$ cat config.mk
export PLATFORM = sky130hd
export DESIGN_NAME = serial_tx
export DESIGN_NICKNAME = d
export VERILOG_FILES = /design/src/rtl/serial_tx_pkg.sv /design/src/rtl/serial_tx_tick.sv /design/src/rtl/serial_tx.sv
export SDC_FILE = /design/constraint.sdc
export NUM_CORES = 1
export LEC_CHECK = 0
export ABC_AREA = 1
export BUFFER_PORTS_ARGS = -buffer_cell sky130_fd_sc_hd__clkbuf_2
export CORE_MARGIN = 1.5
export CORE_UTILIZATION = 50
export DETAILED_ROUTE_END_ITERATION = 16
export PLACE_DENSITY_LB_ADDON = 0.25
export SLEW_MARGIN = 20
export SYNTH_ARGS = -nofsm -noshare
export SYNTH_HDL_FRONTEND = slang
export SYNTH_HIERARCHICAL = 1
export SYNTH_SLANG_ARGS = --single-unit
$ cat constraint.sdc
create_clock -name clock -period 2 [get_ports clock]
set_input_delay 0.4 -clock clock [delete_from_list [all_inputs] [get_ports clock]]
set_output_delay 0.4 -clock clock [all_outputs]
set_load 0.02 [all_outputs]
$ cat src/rtl/serial_tx_pkg.sv
// ============================================================================
// serial_tx_pkg : shared link definitions (opcodes, frame size, tx states)
// Revision      : 1.0
// ============================================================================
`default_nettype none

package serial_tx_pkg;

    // Opcodes shared with the receiving end of the link.
    localparam logic [3:0] OP_RECEIVE_VALID_MOVE = 4'h1;
    localparam logic [3:0] OP_INVALID_MOVE       = 4'h2;
    localparam logic [3:0] OP_GAME_OVER          = 4'h3;
    localparam logic [3:0] OP_ACK                = 4'h4;

    localparam int FRAME_BITS = 17;

    typedef enum logic [1:0] {
        ST_IDLE = 2'd0,
        ST_LOW  = 2'd1,
        ST_HIGH = 2'd2,
        ST_GAP  = 2'd3
    } tx_state_t;

    // Odd-parity frame: the trailer makes the total count of ones odd.
    function automatic logic [FRAME_BITS-1:0] make_frame(input logic [3:0]  op,
                                                         input logic [11:0] pl);
        return {op, pl, ~^{op, pl}};
    endfunction

endpackage

`default_nettype wire

$ cat src/rtl/serial_tx_tick.sv
// ============================================================================
// serial_tx_tick : half link-clock period tick, phase-cleared on frame accept
// Revision       : 1.0
// ============================================================================
`default_nettype none

module serial_tx_tick #(
    parameter int CLK_DIV = 4
) (
    input  logic clock,
    input  logic reset,
    input  logic clear,
    output logic tick,
    output logic tick_next
);

    localparam int             c_W      = $clog2(CLK_DIV) + 1;
    localparam logic [c_W-1:0] c_RELOAD = c_W'(CLK_DIV - 1);
    localparam logic [c_W-1:0] c_ONE    = c_W'(1);

    logic [c_W-1:0] r_count;

    always_ff @(posedge clock) begin
        if (reset || clear) begin
            r_count <= c_RELOAD;
        end else if (r_count == '0) begin
            r_count <= c_RELOAD;
        end else begin
            r_count <= r_count - c_ONE;
        end
    end

    assign tick      = (r_count == '0);
    // One cycle ahead of tick, so registered outputs can land on the tick cycle.
    assign tick_next = (r_count == c_ONE);

endmodule

`default_nettype wire

$ cat src/rtl/serial_tx.sv
// ============================================================================
// serial_tx : bit-serial MSB-first command transmitter with odd parity + gap
// Revision  : 1.0
// ============================================================================
`default_nettype none

module serial_tx
    import serial_tx_pkg::*;
#(
    parameter int CLK_DIV  = 4,
    parameter int GAP_BITS = 4
) (
    input  logic        clock,
    input  logic        reset,
    input  logic        send_valid,
    output logic        send_ready,
    input  logic [3:0]  opcode,
    input  logic [11:0] payload,
    output logic        data_out,
    output logic        clock_out,
    output logic        frame_done
);

    localparam int              c_GAP_HALVES = 2 * GAP_BITS;
    localparam int              c_GW         = $clog2(c_GAP_HALVES) + 1;
    localparam logic [c_GW-1:0] c_GAP_LAST   = c_GW'(c_GAP_HALVES - 1);
    localparam logic [4:0]      c_LAST_BIT   = 5'(FRAME_BITS - 1);

    tx_state_t             r_state;
    logic [FRAME_BITS-1:0] r_shift;
    logic [4:0]            r_bit_cnt;
    logic [c_GW-1:0]       r_gap_cnt;

    logic w_accept;
    logic w_tick;
    logic w_tick_next;

    assign w_accept = send_valid && send_ready && (r_state == ST_IDLE);

    serial_tx_tick #(
        .CLK_DIV (CLK_DIV)
    ) u_tick (
        .clock     (clock),
        .reset     (reset),
        .clear     (w_accept),
        .tick      (w_tick),
        .tick_next (w_tick_next)
    );

    always_ff @(posedge clock) begin
        if (reset) begin
            r_state    <= ST_IDLE;
            r_shift    <= '0;
            r_bit_cnt  <= '0;
            r_gap_cnt  <= '0;
            send_ready <= 1'b1;
            data_out   <= 1'b0;
            clock_out  <= 1'b0;
            frame_done <= 1'b0;
        end else begin
            frame_done <= 1'b0;
            case (r_state)
                ST_IDLE: begin
                    if (w_accept) begin
                        r_shift    <= make_frame(opcode, payload);
                        r_bit_cnt  <= '0;
                        data_out   <= opcode[3];
                        send_ready <= 1'b0;
                        r_state    <= ST_LOW;
                    end
                end
                ST_LOW: begin
                    if (w_tick) begin
                        clock_out <= 1'b1;
                        r_state   <= ST_HIGH;
                    end
                end
                ST_HIGH: begin
                    // Data only moves on the falling edge of the link clock.
                    if (w_tick) begin
                        clock_out <= 1'b0;
                        if (r_bit_cnt == c_LAST_BIT) begin
                            data_out  <= 1'b0;
                            r_gap_cnt <= '0;
                            r_state   <= ST_GAP;
                        end else begin
                            r_shift   <= {r_shift[FRAME_BITS-2:0], 1'b0};
                            data_out  <= r_shift[FRAME_BITS-2];
                            r_bit_cnt <= r_bit_cnt + 5'd1;
                            r_state   <= ST_LOW;
                        end
                    end
                end
                ST_GAP: begin
                    if (w_tick_next && (r_gap_cnt == c_GAP_LAST)) begin
                        frame_done <= 1'b1;
                    end
                    if (w_tick) begin
                        if (r_gap_cnt == c_GAP_LAST) begin
                            send_ready <= 1'b1;
                            r_state    <= ST_IDLE;
                        end else begin
                            r_gap_cnt <= r_gap_cnt + 1'b1;
                        end
                    end
                end
                default: begin
                    r_state <= ST_IDLE;
                end
            endcase
        end
    end

endmodule

`default_nettype wire

## Word level (Yosys, flattened, before mapping)

Index checks and enable logic that the tools add are counted.

| operators by class | value |
|---|---|
| add/subtract/negate cells | 3 |
| equality and inequality tests | 14 |
| muxes and demuxes | 32 |
| bitwise gates (word level) | 1 |
| reduce and logical (&&, ||, !) cells | 19 |

Operators by type and width:

| cell | number |
|---|---|
| $mux W16 | 3 |
| $pmux W16 S2 | 1 |
| $mux W4 | 4 |
| $reduce_xnor A16 Y1 | 1 |
| $mux W5 | 3 |
| $mux W2 | 6 |
| $pmux W5 S2 | 1 |
| $reduce_and A5 Y1 | 2 |
| $mux W1 | 9 |
| $ne A2 B1 Y1 const B | 4 |
| $ne A2 B2 Y1 const B | 4 |
| $pmux W2 S4 | 1 |
| $pmux W4 S2 | 1 |
| $reduce_and A4 Y1 | 2 |
| $reduce_bool A2 Y1 | 4 |
| $pmux W1 S2 | 3 |
| $reduce_and A3 Y1 | 2 |
| $add A5 B1 Y5 const B | 1 |
| $eq A5 B5 Y1 const B | 1 |
| $add A4 B1 Y4 const B | 1 |
| $eq A2 B2 Y1 const B | 2 |
| $eq A4 B3 Y1 const B | 1 |
| $reduce_or A2 Y1 | 2 |
| $eq A3 B1 Y1 const B | 1 |
| other kinds (7) | 9 |

| word-level totals | value |
|---|---|
| register bits after elaboration | 34 |
| bits of input ports | 19 |
| output and inout bits | 4 |
| logic and storage cells | 78 |

## Depth between registers and ports, before layout

| depth | value |
|---|---|
| depth after elaboration | 4 |
| gate-level depth with buffers | 11 |

## Hierarchy

Netlist, hierarchy kept.

By module, submodules not included:

| module | instances | cells an instance | area an instance (µm²) | sequential area each (µm²) |
|---|---|---|---|---|
| serial_tx | 1 | 321 | 1,954.4 | 620.6 |
| serial_tx_tick | 1 | 22 | 180.2 | 60.1 |

## Worst setup path before layout

OpenSTA, ideal clock, no wires.

| timing path | value |
|---|---|
| path kind | register to register |
| start | register u_tick.r_count[0] |
| end | register r_shift[10] |
| setup time | 0.116 ns |
| arrival | 1.386 ns |
| setup slack | 0.498 ns |
| stages on the path, launching flop included | 11 |
| period minus slack after synthesis | 1.502 ns |
| cell sequence | dfxtp_1 inv_1 ha_1 nand2_4 inv_1 inv_1 o21ai_4 nand2_4 buf_6 o21ai_0 nor2_1 |

| between the ends | value |
|---|---|
| word-level cells in the longest chain between the ends | 3 |

RTL lines:

| what | RTL line | text |
|---|---|---|
| from (decl) | serial_tx_tick.sv:21 | `logic [c_W-1:0] r_count;` |
| from (signal assigned) | serial_tx_tick.sv:25 | `r_count <= c_RELOAD;` |
| from (signal assigned) | serial_tx_tick.sv:27 | `r_count <= c_RELOAD;` |
| from (signal assigned) | serial_tx_tick.sv:29 | `r_count <= r_count - c_ONE;` |
| $logic_not A3 Y1 | serial_tx_tick.sv:33 | `assign tick = (r_count == '0);` |
| via w_tick | serial_tx.sv:35 | `logic w_tick;` |
| $ne A2 B1 Y1 (no line) | - |  |
| $reduce_and A4 Y1 (no line) | - |  |
| to (signal assigned) | serial_tx.sv:65 | `r_shift <= make_frame(opcode, payload);` |
| to (signal assigned) | serial_tx.sv:87 | `r_shift <= {r_shift[FRAME_BITS-2:0], 1'b0};` |
| to (decl) | serial_tx.sv:30 | `logic [FRAME_BITS-1:0] r_shift;` |

The timed path passes the listed nets, and every way through them passes these cells.
A chain may end at the register's enable or synchronous reset.

## Worst setup path in the final report

| timing path | value |
|---|---|
| start | register u_tick.r_count[0] |
| end | register r_bit_cnt[2] |

| between the ends | value |
|---|---|
| word-level cells in the longest chain between the ends | 3 |

RTL lines:

| what | RTL line | text |
|---|---|---|
| $logic_not A3 Y1 | serial_tx_tick.sv:33 |  |
| via w_tick | serial_tx.sv:35 |  |
| $ne A2 B1 Y1 (no line) | - |  |
| $reduce_and A4 Y1 (no line) | - |  |
| to (signal assigned) | serial_tx.sv:89 | `r_bit_cnt <= r_bit_cnt + 5'd1;` |
| to (decl) | serial_tx.sv:31 | `logic [4:0] r_bit_cnt;` |

The timed path passes the listed nets, and every way through them passes these cells.

==> out/results.ini <==
[synth]
ys_seq_area_frac = 0.319
syn-num-nets = 368
syn_inst = 343
synth_cell_types = 31
yosys_warnings = 6
syn_avg_cell_area_sq_um = 6.22
ys_seq_elements = 34
syn-cell-area_sq_um = 2130

[placed_design]
place_inst = 410
place_hpwl_um = 3220
finalWeightedCongestion = 0.826
portBuffers = 22

[critical_path]
critical_path_required_ps = 2170
crit_arrival_ps = 1890
endpoint_kind = flop
path_class = flop to flop
cp-start-kind = flop
crit_fanout = 17

[route]
avgViaCountPerCell = 4.80
vias = 2006
drtAntennaViolNets = 0
drt_drc_violations_left = 0
routedWlPerCell_um = 9.78
dr.pass1.iters = 4
drt_iter0_drc = 99
wl_um = 4090

[global_routing]
grt_pass1_wl_um = 6980
use_met2 = 0.305
use_met3 = 0.0345
grt_max_degree = 35
grt_util_met1 = 0.279
antenna_found_initial = 0
grt-busiest-layer = met2
grt_pass1_vias = 1659
overflow = 0
track_usage = 0.195

[clock_tree]
cts_resized = 0
post-cts-setup-buffers = 0
numCtsBuffers = 5
htreeDepth = 2
insertion_delay_ps = 280
cts_buffer_depth = 2
path_clk_slew_ps = 70
cts_tree = built
cts-root-buf = clkbuf_8
ctsHoldBuffers = 0
cts.sinks = 34

[sta]
rsz0062_at_grt = false
fin_crit_sh = 0.858
skew_ps = 6.98
fmax_mhz = 583
final_hold_viol_count = 0
setup_violations = 0
tightestPinTransition_ps = 332
drv_slew = 0
post-route-min-period_ps = 1720
tns_ps = 0
slew_headroom = 0.778

[finish]
final_common_cell = nand2_1
fill_cells = 410
n_antenna_cell = 0
fin_cells = 418
layout.nets = 392
most-common-layout-cells = 123 x nand2_1, 46 x nor2_1, 39 x inv_1, 36 x o21ai_0, 34 x dfxtp_1
layout-drive-gt1-share = 0.144
syn2layout_area_growth_pct = 11.1

[die]
fp-row-count = 23
die_x_um = 68.3
core_region_area_sq_um = 4060
io_pins = 23
initial_core_util = 0.526
die_h_um = 68.3
dieArea_sq_um = 4670

[job]
cap_violations = 0

[power]
power.density_nw_per_um2 = 662
p_leak_uw = 0.00121
ir_drop_uv = 388

[worst_hold_path]
hold_class = flop to flop

[run_status]
status = finished, final reports clean

==> path summary, 6_finish.rpt <==
kind | from | to | slack, ps | depth (start not counted)
min reg2reg | u_tick/r_count[0]$_SDFF_PP1_ | u_tick/r_count[0]$_SDFF_PP1_ | 440 | 1
min | u_tick/r_count[0]$_SDFF_PP1_ | u_tick/r_count[0]$_SDFF_PP1_ | 440 | 1
max reg2reg | u_tick/r_count[0]$_SDFF_PP1_ | r_bit_cnt[2]$_SDFFE_PP0P_ | 280 | 11
max | u_tick/r_count[0]$_SDFF_PP1_ | r_bit_cnt[2]$_SDFFE_PP0P_ | 280 | 11
==> critical path, stage by stage, from the launching register on <==
cell and delay [ps]:
dfxtp_1 330, inv_1 80, ha_1 190, nand2_4 70
inv_1 80, inv_1 110, o21ai_4 220, nand2_4 110
inv_4 160, nand2_1 90, nor2_1 120, nor3b_2 50
==> area by class of cell <==
type | count | area, sq um | area share
inverters | 45 | 174 | 0.0734
well taps | 50 | 62.6 | 0.0264
clock inverters | 1 | 5.00 | 0.00211
multi-input cells | 255 | 1220 | 0.516
clock buffers | 7 | 86.3 | 0.0364
repair buffers | 26 | 140 | 0.0591
flip-flops and latches | 34 | 681 | 0.287
==> cell families (layout without fill, tap and decap cells) <==
kind of cell,after synthesis,in the layout,synth area share
buf+inv,54,79,0.108
simple gates,195,195,0.393
fa+ha+maj,6,6,0.0352
flops,34,34,0.319
compound gates,52,52,0.136
xor+xnor,2,2,0.00821
==> cells in the mapped netlist <==
cell type / n / area, sq um
nand2_1: 123 / 462
nor2_1: 46 / 173
inv_1: 39 / 146
o21ai_0: 36 / 180
dfxtp_1: 34 / 681
nand3_1: 10 / 50.1
a21oi_1: 9 / 45.0
ha_1: 6 / 75.1
clkbuf_1: 5 / 18.8
inv_2: 4 / 15.0
a31oi_1: 3 / 18.8
buf_6: 3 / 33.8
a211oi_2: 2 / 25.0
inv_4: 2 / 12.5
nand2_4: 2 / 22.5
nand4_2: 2 / 25.0
nor3_1: 2 / 10.0
nor3b_2: 2 / 25.0
and3_1: 1 / 6.26
buf_2: 1 / 5.00
nand2_2: 1 / 6.26
nand3_2: 1 / 10.0
nand4_1: 1 / 6.26
nor2_2: 1 / 6.26
nor2_4: 1 / 11.3
nor2_8: 1 / 20.0
o21ai_1: 1 / 5.00
o21ai_4: 1 / 16.3
or2_1: 1 / 6.26
xnor2_1: 1 / 8.76
xor2_1: 1 / 8.76
==> routing by layer <==
metal	vias up	wire length, um
met1	856	2140
met2	33	1760
li1	1113	-
met4	0	21
met5	-	0
met3	4	158
==> where the power goes <==
part	total [uW]	internal (uW)	leakage, uW	switching, uW
Combinational	304	112	0.000883	192
Clock	509	277	0.0000482	231
Sequential	758	728	0.000279	30.2
==> state kept, by name, indices dropped and copies added (netlist names) <==
| register | flops |
|---|---|
| r_gap_cnt | 4 |
| r_state | 2 |
| r_bit_cnt | 5 |
| frame_done | 1 |
| data_out | 1 |
| u_tick/r_count | 3 |
| send_ready | 1 |
| r_shift | 16 |
| clock_out | 1 |
==> stage by stage <==
stage,instance area [sq um],setup slack [ps],total power [uW],util,hold WS [ps]
2_1_floorplan,2130,498,1000,-,398
3_3_place_gp,2280,341,1070,0.562,418
3_5_place_dp,2280,293,1080,0.562,421
4_1_cts,2370,278,1590,0.584,438
5_1_grt,2370,98.3,1670,0.584,462
6_report,2370,284,1570,0.584,435
(Power assumes the default switching activity.)
